$ cat src/rtl/pc_exception_unit.sv
// pc_exception_unit
// Architectural PC and EPC registers for the multicycle datapath, with
// branch-condition resolution and an exception-entry sequencer. On an
// exception the sequencer saves the faulting PC, fetches a one-byte handler
// address from the vector table and loads it into PC.

module pc_exception_unit #(
    parameter logic [31:0] RESET_PC     = 32'h0000_0000,
    parameter int unsigned MEM_LATENCY  = 1,
    parameter logic [31:0] VEC_OPCODE   = 32'd253,
    parameter logic [31:0] VEC_OVERFLOW = 32'd254,
    parameter logic [31:0] VEC_DIVZERO  = 32'd255
) (
    input  logic        clk,
    input  logic        reset_n,
    input  logic [31:0] next_pc_address,
    input  logic        pc_write,
    input  logic        pc_write_cond,
    input  logic [1:0]  branch_type,
    input  logic        alu_zero,
    input  logic        alu_gt,
    input  logic        exc_opcode,
    input  logic        exc_overflow,
    input  logic        exc_div_zero,
    input  logic [7:0]  mem_data_byte,
    output logic [31:0] pc,
    output logic [31:0] epc,
    output logic [31:0] exc_mem_addr,
    output logic        exc_mem_req,
    output logic        exc_busy,
    output logic [1:0]  exc_cause
);

    // Wait counter is 4 bits wide, enough for latencies 1..15.
    localparam logic [3:0] WAIT_LOAD = MEM_LATENCY[3:0];

    typedef enum logic [1:0] {
        S_IDLE = 2'b00,
        S_REQ  = 2'b01,
        S_WAIT = 2'b10,
        S_LOAD = 2'b11
    } state_t;

    state_t      state;
    logic [3:0]  wait_cnt;

    logic        branch_cond;
    logic        pc_en;
    logic        exc_any;
    logic [1:0]  cause_next;
    logic [31:0] vec_next;

    // Branch condition, write-enable resolution and prioritised cause/vector.
    always_comb begin
        branch_cond = 1'b0;
        case (branch_type)
            2'b00:   branch_cond = alu_zero;
            2'b01:   branch_cond = !alu_zero;
            2'b10:   branch_cond = alu_gt;
            default: branch_cond = !alu_gt;
        endcase

        pc_en   = pc_write | (pc_write_cond & branch_cond);
        exc_any = exc_opcode | exc_overflow | exc_div_zero;

        cause_next = 2'b00;
        vec_next   = 32'd0;
        if (exc_opcode) begin
            cause_next = 2'b01;
            vec_next   = VEC_OPCODE;
        end else if (exc_overflow) begin
            cause_next = 2'b10;
            vec_next   = VEC_OVERFLOW;
        end else if (exc_div_zero) begin
            cause_next = 2'b11;
            vec_next   = VEC_DIVZERO;
        end
    end

    // Sequencer FSM with registered outputs; also owns the PC and EPC registers.
    always_ff @(posedge clk or negedge reset_n) begin
        if (!reset_n) begin
            state        <= S_IDLE;
            wait_cnt     <= 4'd0;
            pc           <= RESET_PC;
            epc          <= 32'd0;
            exc_cause    <= 2'b00;
            exc_mem_addr <= 32'd0;
            exc_mem_req  <= 1'b0;
            exc_busy     <= 1'b0;
        end else begin
            case (state)
                S_IDLE: begin
                    // An exception takes precedence over any PC write this cycle.
                    if (exc_any) begin
                        epc          <= pc - 32'd4;
                        exc_cause    <= cause_next;
                        exc_mem_addr <= vec_next;
                        exc_mem_req  <= 1'b1;
                        exc_busy     <= 1'b1;
                        state        <= S_REQ;
                    end else if (pc_en) begin
                        pc <= next_pc_address;
                    end
                end
                S_REQ: begin
                    exc_mem_req <= 1'b0;
                    wait_cnt    <= WAIT_LOAD;
                    state       <= S_WAIT;
                end
                S_WAIT: begin
                    // A count of 0 is treated like 1 so the sequencer never stalls forever.
                    if (wait_cnt <= 4'd1) begin
                        state <= S_LOAD;
                    end else begin
                        wait_cnt <= wait_cnt - 4'd1;
                    end
                end
                S_LOAD: begin
                    pc           <= {24'b0, mem_data_byte};
                    exc_mem_addr <= 32'd0;
                    exc_busy     <= 1'b0;
                    state        <= S_IDLE;
                end
                default: begin
                    exc_mem_addr <= 32'd0;
                    exc_mem_req  <= 1'b0;
                    exc_busy     <= 1'b0;
                    state        <= S_IDLE;
                end
            endcase
        end
    end

endmodule

$ cat config.mk
export PLATFORM = sky130hd
export DESIGN_NAME = pc_exception_unit
export DESIGN_NICKNAME = d
export VERILOG_FILES = /design/src/rtl/pc_exception_unit.sv
export SDC_FILE = /design/constraint.sdc
export NUM_CORES = 1
export LEC_CHECK = 0
export CAP_MARGIN = 15
export CORE_MARGIN = 2
export CORE_UTILIZATION = 30
export CTS_CLUSTER_DIAMETER = 80
export DETAILED_ROUTE_END_ITERATION = 10
export GPL_ROUTABILITY_DRIVEN = 0
export MAX_ROUTING_LAYER = met4
export SKIP_CTS_REPAIR_TIMING = 1
export SYNTH_ARGS = -nofsm -noshare
export SYNTH_HDL_FRONTEND = slang
export SYNTH_SLANG_ARGS = --single-unit
export TNS_END_PERCENT = 50
$ cat constraint.sdc
create_clock -name clk -period 2.7 [get_ports clk]
set_input_delay 0.81 -clock clk [delete_from_list [all_inputs] [get_ports clk]]
set_output_delay 0.81 -clock clk [all_outputs]
set_load 0.03 [all_outputs]
# After elaboration in Yosys (flattened, before gate mapping)
# Cells that the tools add are included.
# word_totals
wordCells	58
ramBits	0
memories	0
romBits	0
register_bits	106
latch_bits	0
# classes
magnitude_cmp	1
n_div	0
n_bitwise	4
n_addsub	2
n_eq_ne	10
shift	0
muxes	20
reduce_logical	13
multipliers	0
# op_table
cell	count
$pmux 32 s2	2
$mux 32	3
$sub 32x3->32 const B	1
$mux 8	3
$mux 2	5
$ne 2x2->1 const B	5
$reduce_and 2->1	5
$pmux 2 s4	1
$pmux 4 s2	1
$eq 2x2->1 const B	3
$reduce_bool 2->1	3
$eq 2x1->1 const B	2
$le 4x1->1 const B	1
$logic_not 2->1	2
$mux 4	1
$pmux 1 s2	2
$sub 4x1->4 const B	1
$or 1x1->1	3
$pmux 1 s3	1
$reduce_and 3->1	1
$logic_not 1->1	2
$and 1x1->1	1
$mux 1	1

# Longest topological paths before layout
# Gate-level depths: netlist (run 1).
# depth
depth_word	7
mapped_depth	8
mapped_depth_nobuf	7

# Least setup slack after synthesis (run 1)
# OpenSTA, ideal clock, no wires.
# synth_timing
path_type	reg2reg
start	reg pc[2]
end	reg epc[20]
stages_incl_launch_ff	9
synth_period_minus_slack_ps	2445
arrival_time_ps	2315
path_slack_ps	255
n_path_buf	1
path_cell_list	dfrtp_1 -> inv_1 -> ha_1 -> or3b_2 -> or4_1 -> buf_6 -> nor4_1 -> xnor2_1 -> o21ai_1
# synth_between
elab_chain_cells	1
# synth_rtl
element	line	text
from (decl)	26	output logic [31:0] pc,
from (signal assigned)	103	pc <= next_pc_address;
from (signal assigned)	120	pc <= {24'b0, mem_data_byte};
$sub 32x3->32	96	epc <= pc - 32'd4;
to (signal assigned)	96	
to (decl)	27	output logic [31:0] epc,
# No other way between the ends.
# A chain may end at the register's enable or synchronous reset.

# Final worst setup path (run 1)
# Ends and elaborated chain as after synthesis.

==> out/results.ini, run 1 <==
[sta]
relSlewSlack_pct = 55.27
worst_slack_ps = 162.8
slew_violations = 0
fin_crit_ps = 2537
totalNegativeSetupSlack_ps = 0
clock.fmax_mhz = 394.1
fin_worst_skew_ps = 7.545
setup_viol = 0
rsz0062_at_grt = false
period_share_pct = 93.97
hold_viol_final = 0
worst_pin_slew_ps = 665.3

[worst_setup_path]
critPathKind = reg -> reg
cp_slowest_cell = or4_1
rr_worst_depth = 7
max_stage_delay_ps = 640
cp.required_ps = 2910
crit_path_start_kind = flip-flop
critPathArrivalTime_ps = 2750
crit_start = pc[2]$_DFFE_PN0P_
path_max_fanout = 7
cp_num_cells = 7
crit_end = epc[20]$_DFFE_PN0P_
reg2reg_from = pc[2]$_DFFE_PN0P_
path_cells = inv_1 > ha_1 > or3b_2 > or4_1 > nor4_1 > xnor2_1 > o21ai_1
r2r_slack_ps = 160
endpoint_kind = flip-flop
critPathTopFamily = simple AND/OR/NAND/NOR gates
worstReg2RegEnd = epc[20]$_DFFE_PN0P_
cp_num_buf_inv = 1

[floorplan]
chipHeight_um = 118.7
die-area_um2 = 14080
start_util_pct = 31.00
coreArea_um2 = 12720
die_w_um = 118.7
ioPinCount = 151
num_rows = 41

[route]
drt-vias-per-instance = 4.456
wl_um = 9753
routed-via-count = 2990
initialDrtViolationCount = 114
ant_nets = 0
drcViolationCount = 0
drtPass1Iterations = 4
wl_per_cell_um = 14.54

[synth]
ys_seq_elements = 77
yosysSeqAreaShare_pct = 48.86
syn_avg_cell_area_um2 = 10.60
syn_area_um2 = 3944
synthDistinctLibCells = 44
ys.flop_type = dfrtp_1
synthCells = 372
async_flop_share_pct = 100.0
yosysTopAreaCell = dfrtp_1
synthTopCellsByArea = dfrtp_1, buf_4, a22o_1
yosysTopAreaCellShare_pct = 48.86
yosys_warnings = 0
synth-edff-count = 0

[finish]
antenna_cells = 0
fin_nets = 552
layout-drive-gt1-share_pct = 11.62
area_delta_synth_final_pct = 42.16

[global_route]
grt_overflow = 0
grt_antenna_before_repair = 0
grt_pass1_wl_um = 16110
grt_max_degree = 61
grt_pass1_vias = 3034
grt_use_total_pct = 14.85

[pwr]
p_leak_nw = 2.336
ir_drop_uv = 621.2
power.density_nw_per_um2 = 1207

[clock_tree]
cts_tree = done
insertion_delay_ps = 330
numCtsBuffers = 9
root_buffer = clkbuf_16
ctsLongestPathBuffers = 2
clk_pin_slew_worst_paths_ps = 60
cts_sinks = 77
htree_levels = 3

[job]
drv_cap = 0

[hold_path]
hp-class = in -> async

[placement]
place_ws_ps = 44.51
hpwl_um = 7386
port_buffers = 126

[outcome]
status = finished clean

[state kept, by name, indices dropped and copies added (netlist names)]
register      cells
pc               32
exc_mem_req       1
state             2
wait_cnt          4
epc              32
exc_mem_addr      3
exc_busy          1
exc_cause         2
[area by class of cell]
type | instances | area, µm²
well taps | 172 | 215.2
clock inverters | 5 | 36.28
flip-flops and latches | 77 | 1927
clock buffers | 11 | 242.7
multi-input cells | 260 | 1757
fillers | 1243 | 7116
inverters | 8 | 30.03
repair buffers | 138 | 1399
[cell families after synthesis]
group | after synthesis | share of synthesized area, %
fa+ha+maj | 7 | 2.221
buf+inv | 58 | 9.264
flops | 77 | 48.86
other cells | 1 | 0.09509
xor+xnor | 29 | 6.440
compound gates | 75 | 12.60
simple gates | 107 | 15.55
mux | 18 | 4.981
[cells in the mapped netlist, types with 3 or more instances]
| cell type | number |
|---|---|
| nor3_2 | 3 |
| nor2b_1 | 4 |
| nor4_1 | 5 |
| nor2_1 | 15 |
| nand2_1 | 41 |
| a21oi_1 | 8 |
| nor4_4 | 4 |
| inv_1 | 8 |
| o21ai_1 | 7 |
| o21ai_0 | 25 |
| xor2_1 | 4 |
| or3_1 | 5 |
| ha_1 | 7 |
| mux2_2 | 13 |
| dfrtp_1 | 77 |
| a22o_1 | 25 |
| nor3_1 | 13 |
| nand2b_1 | 3 |
| o21ai_2 | 3 |
| mux2i_1 | 5 |
| buf_4 | 30 |
| clkbuf_1 | 13 |
| buf_6 | 3 |
| xnor2_1 | 25 |
[report_power, final]
part / switching, mW / internal [mW]
Clock: 0.465 / 0.647
Combinational: 2.13 / 1.54
Sequential: 0.388 / 1.59
[how the worst min path moves through the flow]
stage | start | to | slack [ps] | depth (start not counted)
floorplan | wait_cnt[1]$_DFFE_PN0P_ | wait_cnt[1]$_DFFE_PN0P_ | 490 | 2
global placement | epc[19]$_DFFE_PN0P_ | epc[19]$_DFFE_PN0P_ | 460 | 2
detailed placement | epc[1]$_DFFE_PN0P_ | epc[1]$_DFFE_PN0P_ | 470 | 2
CTS | epc[1]$_DFFE_PN0P_ | epc[1]$_DFFE_PN0P_ | 480 | 2
global route | epc[1]$_DFFE_PN0P_ | epc[1]$_DFFE_PN0P_ | 500 | 2
finish | reset_n | exc_mem_addr[0]$_DFFE_PN0P_ | 470 | 1
[layout by cell type (no fill, tap or decap), types with 4 or more instances in the layout]
cell type and count:
mux2_2 13, a21oi_1 7, conb_1 24, nor2b_1 4, o21ai_0 25, nor4_4 4
or3_1 5, ha_1 7, a22o_1 25, clkdlybuf4s50_1 125, xor2_1 4, nand2_1 41
xnor2_1 25, nor3_1 13, buf_4 9, clkbuf_16 9, mux2i_1 5, inv_1 8
buf_12 4, o21ai_1 7, dfrtp_1 77, nor2_1 15, nor4_1 5
[per-stage QoR]
step	cell area [µm²]	utilization (%)	power (mW)	hold slack, ps	cells
2_1_floorplan	4030	-	4.315	490.1	395
3_3_place_gp	5328	41.88	5.648	461.4	655
3_5_place_dp	5328	41.88	5.719	466.4	655
4_1_cts	5607	44.07	6.854	480.6	671
5_1_grt	5607	44.07	7.208	504.2	671
6_report	5607	44.07	6.770	467.7	671
[per-layer routing]
| layer | up-vias | share of wire, % | global-route usage (%) | routed length (µm) |
|---|---|---|---|---|
| li1 | 1483 | - | - | - |
| met1 | 1420 | 47 | 19.60 | 4629 |
| met2 | 81 | 47 | 22.99 | 4563 |
| met3 | 6 | 4.9 | 3.668 | 475 |
| met4 | 0 | 0.86 | 3.571 | 84 |
| met5 | - | 0 | - | 0 |
[worst register-to-register path, cell delays in order (launching register included)]
cell and delay (ps):
dfrtp_1 460, inv_1 110, ha_1 170, or3b_2 510
or4_1 640, nor4_1 310, xnor2_1 160, o21ai_1 70
Note: power is estimated with default switching activity, not from simulation.
==> run 2: changes to the inputs <==
--- a/config.mk
+++ b/config.mk
@@ -9,4 +9,5 @@
 export CORE_MARGIN = 2
 export CORE_UTILIZATION = 30
+export CTS_BUF_LIST = sky130_fd_sc_hd__clkbuf_2 sky130_fd_sc_hd__clkbuf_4 sky130_fd_sc_hd__clkbuf_8
 export CTS_CLUSTER_DIAMETER = 80
 export DETAILED_ROUTE_END_ITERATION = 10
==> constraint.sdc (replaced) <==
create_clock -name clk -period 2.7 [get_ports clk]
set_input_delay 0.81 -clock clk [delete_from_list [all_inputs] [get_ports clk]]
set_output_delay 0.81 -clock clk [all_outputs]
set_load 0.1 [all_outputs]
==> run 2 against run 1 <==
Against the previous run:
- first-iteration DRC count is 2.6% higher
- die area stayed put
- sequential cell count unchanged
- critical path depth shrank 2
- global-route usage is 0.25 points lower
- cell count shrank 0.30%
- non-clock buffer count decreased by 1
- via count increased by 0.13%
- core utilization decreased by 2.1 points
- critical path type unchanged
==> out/results.ini, run 2 (synthesis results as in run 1) <==
[floorplan]
ioPinCount = 151
chipHeight_um = 118.7
die-area_um2 = 14080
coreArea_um2 = 12720
num_rows = 41
start_util_pct = 31.00
die_w_um = 118.7

[finish]
final_common_cell = buf_4
layout-drive-gt1-share_pct = 27.36
area_delta_synth_final_pct = 35.31
top_regs = epc: 32 flops, pc: 32 flops, wait_cnt: 4 flops
stdcell_count = 669
fin_nets = 551
layout_common_cells = buf_4, dfrtp_1, clkdlybuf4s50_1
antenna_cells = 0
final_util_pct = 41.95
fillers = 1281

[sta]
totalNegativeSetupSlack_ps = 0
slew_violations = 0
setup_viol = 0
relSlewSlack_pct = 53.66
worst_pin_slew_ps = 689.2
fin_crit_ps = 2414
fin_worst_skew_ps = 8.626
hold_viol_final = 0
period_share_pct = 89.41
worst_slack_ps = 286.0
rsz0062_at_grt = false
clock.fmax_mhz = 414.2

[route]
drt-vias-per-instance = 4.475
wl_um = 9669
initialDrtViolationCount = 117
drtPass1Iterations = 4
routed-via-count = 2994
wl_per_cell_um = 14.45
ant_nets = 0
drcViolationCount = 0

[clock_tree]
root_buffer = clkbuf_8
cts_tree = done
numCtsBuffers = 9
htree_levels = 3
ctsLongestPathBuffers = 2
clk_pin_slew_worst_paths_ps = 80
cts_sinks = 77
insertion_delay_ps = 350

[global_route]
grt_use_total_pct = 14.59
grt_max_degree = 61
grt_pass1_wl_um = 15520
grt_overflow = 0
grt_antenna_before_repair = 0
grt_pass1_vias = 2959

[worst_setup_path]
crit_path_start_kind = flip-flop
critPathArrivalTime_ps = 2650
cp.required_ps = 2940
endpoint_kind = flip-flop
critPathKind = reg -> reg
path_max_fanout = 7

[placement]
place_ws_ps = 45.62
port_buffers = 126
hpwl_um = 7424
dp.cells = 654

[outcome]
status = finished clean

[job]
drv_cap = 0

[hold_path]
hp-class = in -> async

run 2: cell types whose count changed in the layout (fill, tap and decap cells not counted), sizes merged:
cell           before  now
buf                13   88
bufinv              0    2
clkdlybuf4s50     125   49
clkinvlp            3    0
run 2: path summary, 6_finish.rpt:
kind	slack, ps	startpoint	cells past startpoint	endpoint
min in group clk	480	epc[19]$_DFFE_PN0P_	2	epc[19]$_DFFE_PN0P_
worst min-delay path	470	reset_n	1	wait_cnt[3]$_DFFE_PN0P_
worst min register to register	480	epc[19]$_DFFE_PN0P_	2	epc[19]$_DFFE_PN0P_
max in group asynchronous	1530	reset_n	2	epc[15]$_DFFE_PN0P_
worst max register to register	290	pc[11]$_DFFE_PN0P_	5	epc[19]$_DFFE_PN0P_
worst max-delay path	290	pc[11]$_DFFE_PN0P_	5	epc[19]$_DFFE_PN0P_
run 2: worst max-delay path, cell delays in order (launching register included):
cell and delay (ps):
dfrtp_1 450, or3_1 470, or4b_1 780, nor3_1 330
xnor2_1 160, o21ai_0 90
run 2: cell type report:
class,instances,area [µm²],area share [%]
timing repair buffer,137,1189,22.27
multi-input combinational,260,1760,32.99
clock inverter,4,73.82,1.383
inverter,8,30.03,0.5627
tap,172,215.2,4.033
clock buffer,11,138.9,2.603
sequential,77,1929,36.15
run 2: routing by layer:
metal  global-route usage (%)  vias up  part of all wire [%]
met5                        -        -                     0
met4                    5.357        0                   1.6
met3                    3.234       10                   4.6
met2                    23.46       95                    48
met1                    18.02     1415                    46
li1                         -     1474                     -
run 2: through the flow:
step           cell area [µm²]  hold WS [ps]
6_report                  5336         465.6
4_1_cts                   5333         470.2
5_1_grt                   5336         495.7
3_5_place_dp              5120         471.0
3_3_place_gp              5120         464.9
2_1_floorplan             4033         490.1
Power of run 2 is not shown: default switching activity piles up to over one toggle a cycle in this logic, so the estimate is an artifact.
